### src/rtl/d_mem.sv
// -----------------------------------------------------------------------------
// d_mem -- data memory for the single-cycle RISC-V core (memory stage).
//
// 32 words x 32 bits, word-addressed by a 5-bit index. Stores are synchronous
// (one word per rising clk_i when MemRW is high); loads are combinational, so
// dataR always reflects mem[addr]. An asynchronous active-low reset clears
// the whole array and holds it at zero while asserted.
//
// Ports
//   clk_i   in   1   system clock, writes on rising edge
//   rst_ni  in   1   asynchronous active-low reset, clears every word
//   MemRW   in   1   1 = write dataW to mem[addr] at next rising edge
//   addr    in   5   word index 0..31, shared by read and write
//   dataW   in  32   write data
//   dataR   out 32   read data, always mem[addr]
// -----------------------------------------------------------------------------
module d_mem (
  input  logic        clk_i,
  input  logic        rst_ni,
  input  logic        MemRW,
  input  logic [4:0]  addr,
  input  logic [31:0] dataW,
  output logic [31:0] dataR
);

  localparam int unsigned DEPTH = 32;

  logic [31:0] r_mem [0:DEPTH-1];
  logic [31:0] w_rd_data;

  // Storage array: asynchronous clear to zero, otherwise one-word write per edge.
  // The clear branch also wins at any edge seen while rst_ni is low, so a
  // write attempted during reset is dropped.
  always_ff @(posedge clk_i or negedge rst_ni) begin
    if (!rst_ni) begin
      for (int i = 0; i < DEPTH; i++) begin
        r_mem[i] <= 32'h0000_0000;
      end
    end else if (MemRW) begin
      r_mem[addr] <= dataW;
    end else begin
      r_mem[addr] <= r_mem[addr];
    end
  end

  // Combinational read port: no enable, no output register, no write bypass.
  always_comb begin
    w_rd_data = 32'h0000_0000;
    w_rd_data = r_mem[addr];
  end

  assign dataR = w_rd_data;

endmodule

### config.mk
export PLATFORM = sky130hd
export DESIGN_NAME = d_mem
export DESIGN_NICKNAME = d
export VERILOG_FILES = /design/src/rtl/d_mem.sv
export SDC_FILE = /design/constraint.sdc
export NUM_CORES = 2
export LEC_CHECK = 0
export CAP_MARGIN = 20
export CORE_MARGIN = 5
export CORE_UTILIZATION = 63
export CTS_CLUSTER_SIZE = 12
export DETAILED_ROUTE_END_ITERATION = 10
export PLACE_DENSITY = 0.8
export SLEW_MARGIN = 20
export SYNTH_ARGS = -nofsm -noshare
export SYNTH_HDL_FRONTEND = slang
export SYNTH_SLANG_ARGS = --single-unit
### constraint.sdc
create_clock -name clk_i -period 3.2 [get_ports clk_i]
set_clock_uncertainty 0.05 [all_clocks]
set_input_delay 0.64 -clock clk_i [delete_from_list [all_inputs] [get_ports clk_i]]
set_output_delay 0.64 -clock clk_i [all_outputs]
set_load 0.05 [all_outputs]
==> flow_metrics.py <==
metrics = {
    "cells_and_area": {
        "fin_area_mm2": 0.0536,
        "final_nets": 4653,
        "max_flop_register": "r_mem",
        "reg.largest.list": "r_mem x1024",
        "n_antenna_cell": 0,
        "largest_reg_flops": 1024,
        "mostFrequentLayoutCells": "nand2_1 (1045), dfrtp_1 (1024), o21ai_0 (618), mux2i_1 (435), o21ai_1 (376)",
        "n_fill_cell": 4455,
        "drive_gt1_share_pct": 17.4,
        "final_common_cell": "nand2_1",
        "syn_to_final_growth_pct": 18.0,
    },
    "floorplan": {
        "io_pins": 72,
        "start_util_pct": 63.5,
        "die-height_um": 279,
        "die_x_um": 279,
        "dieArea_mm2": 0.0776,
        "coreArea_mm2": 0.0715,
        "core.rowCount": 98,
    },
    "sta": {
        "fmax_ghz": 0.310,
        "fin_crit_sh_pct": 101,
        "min_period_ns": 3.23,
        "setup_ws_ns": -0.0276,
        "tightest_slew_ns": 0.670,
        "finalHoldViolations": 0,
        "finalSetupViolations": 7,
        "final_max_slew_viol_count": 0,
        "grt_setup_unrepaired": "true",
        "slew_headroom_pct": 55.3,
    },
    "clocking": {
        "root_buffer": "clkbuf_16",
        "clk_path_buf_depth": 3,
        "clk_latency_ns": 0.67,
        "cts_tree": "yes",
        "htreeDepth": 3,
        "cts_buffers": 102,
        "path_clk_slew_ns": 0.06,
        "cts.sinks": 1024,
    },
    "grt": {
        "grt_pass1_wl_mm": 212,
        "grt_start_max_net_pins": 88,
        "grt.overflow.total": 0,
        "grt_usage_pct": 34.8,
        "grt_pass1_vias": 36900,
        "antenna_found_initial": 0,
    },
    "synthesis": {
        "synth_edf_count": 0,
        "synth_area_mm2": 0.0454,
        "synth_nets": 4526,
        "synth_flop_cell": "dfrtp_1",
        "syn_area_per_cell_um2": 10.1,
        "synth_warnings": 0,
        "netlist_instances": 4486,
        "ys_ff_latch": 1024,
        "async_flop_share_pct": 100,
        "ys_seq_area_share_pct": 56.4,
        "yosysUniqueCellTypes": 47,
    },
    "setup_path": {
        "path_max_fanout": 6,
        "required_ns": 2.51,
        "arrival_ns": 2.54,
        "crit_type": "primary input to output pin",
        "start_kind": "primary input",
        "end_kind": "output pin",
    },
    "pwr": {
        "p_sw_mw": 11.2,
        "p_comb_share_pct": 21.4,
        "swShare_pct": 30.3,
        "pwr-share-seq_pct": 48.1,
        "internal_power_mw": 25.8,
        "power.density_mw_per_mm2": 691,
        "irDropWorstVdd_mv": 0.620,
        "p_leak_nw": 25.2,
        "pwr-share-clk_pct": 30.5,
    },
    "route": {
        "wire_per_inst_um": 24.5,
        "drtAntennaViolNets": 0,
        "dr.first_iter.drc_count": 4530,
        "first_pass_iters": 6,
        "vias": 36700,
        "drt_wl_total_mm": 137,
        "drcViolationCount": 0,
        "via_per_inst": 6.53,
    },
    "placement": {
        "io_buffers": 71,
        "dp_slack_ns": -0.603,
        "gp_congestion": 0.899,
        "dp_hpwl_mm": 82.2,
        "dpl-instance-area_mm2": 0.0492,
    },
    "outcome": {
        "status": "finished, violations left",
        "violations": "negative setup slack",
    },
    "hold_path": {
        "hold_path.class": "register to register",
    },
    "run": {
        "cap_violations": 0,
    },
}
critical path, stage by stage:
cell and delay, ns:
buf_2 0.13, buf_6 0.14, or4b_4 0.66, buf_16 0.20, o22ai_1 0.24, nor4_2 0.10, buf_4 0.16, nand2_1 0.11
buf_12 0.15
synthesized netlist by cell type, types with 18 or more instances:
master / number / area, µm²
a31o_2: 18 / 158
buf_2: 100 / 500
buf_6: 70 / 788
clkbuf_1: 244 / 916
dfrtp_1: 1024 / 25600
mux2_2: 63 / 709
mux2i_1: 448 / 4480
nand2_1: 1084 / 4070
nor2_1: 33 / 124
nor4_1: 59 / 369
o21ai_0: 618 / 3090
o21ai_1: 376 / 1880
o21ai_2: 30 / 263
o22ai_1: 190 / 1190
o2bb2ai_1: 60 / 526
cells by family after synthesis:
logic type | share of synthesized area, %
compound gates | 16.3
mux | 11.5
flops | 56.4
buf+inv | 5.10
simple gates | 10.8
area by class of cell:
cell class / count / area, µm² / area share (%)
timing repair buffer: 447 / 5380 / 10.0
multi-input combinational: 3037 / 18300 / 34.2
clock inverter: 13 / 115 / 0.215
clock buffer: 146 / 2960 / 5.53
inverter: 1 / 5.00 / 0.00934
sequential: 1024 / 25600 / 47.8
tap: 950 / 1190 / 2.22
path summary, 6_finish.rpt:
path	start	end	slack, ns	depth (start not counted)
max	addr[4]	dataR[26]	-0.03	9
min	r_mem[623]	r_mem[623]	0.43	2
max reg2reg	r_mem[628]	r_mem[52]	0.40	12
min reg2reg	r_mem[623]	r_mem[623]	0.43	2
max in group asynchronous	rst_ni	r_mem[1017]	1.61	3
min in group asynchronous	rst_ni	r_mem[739]	0.52	2
metal layers:
layer / part of all wire [%] / up-vias / global-route usage, %
met4: 7.3 / 0 / 21.6
met5: 0 / - / 0
met2: 46 / 2063 / 54.1
met1: 38 / 18100 / 45.0
li1: - / 15900 / -
met3: 9.1 / 621 / 7.67
what timing repair did:
action / 4_1_cts / 5_1_grt
resized for setup: 105 / 75
hold buffers: 1 / 0
gates cloned: 7 / 1
endpoints found under the hold margin: 36 / 0
buffers inserted: 24 / 10
setup endpoints to repair: 32 / 29
pin swaps: 20 / 18
power groups by stage:
stage	Combinational [mW]	Sequential, mW	Clock, mW
2_1_floorplan	5.03	17.4	0
3_3_place_gp	7.12	17.7	0
3_5_place_dp	7.42	17.9	0
4_1_cts	7.73	17.7	11.4
5_1_grt	8.73	18.1	11.9
6_report	7.93	17.8	11.3
through the flow:
step / std cells / utilization (%) / setup TNS [ns] / total power [mW] / hold slack (ns)
floorplan: 4486 / - / 0 / 22.4 / 0.294
global placement: 5416 / 68.8 / -133.02 / 24.8 / 0.404
detailed placement: 5416 / 68.8 / -180.97 / 25.3 / 0.415
CTS: 5607 / 74.3 / 0 / 36.8 / 0.428
global route: 5618 / 75.0 / -0.343 / 38.8 / 0.440
finish: 5618 / 75.0 / -0.128 / 37.1 / 0.426
Note: power is estimated with default switching activity, not from simulation.
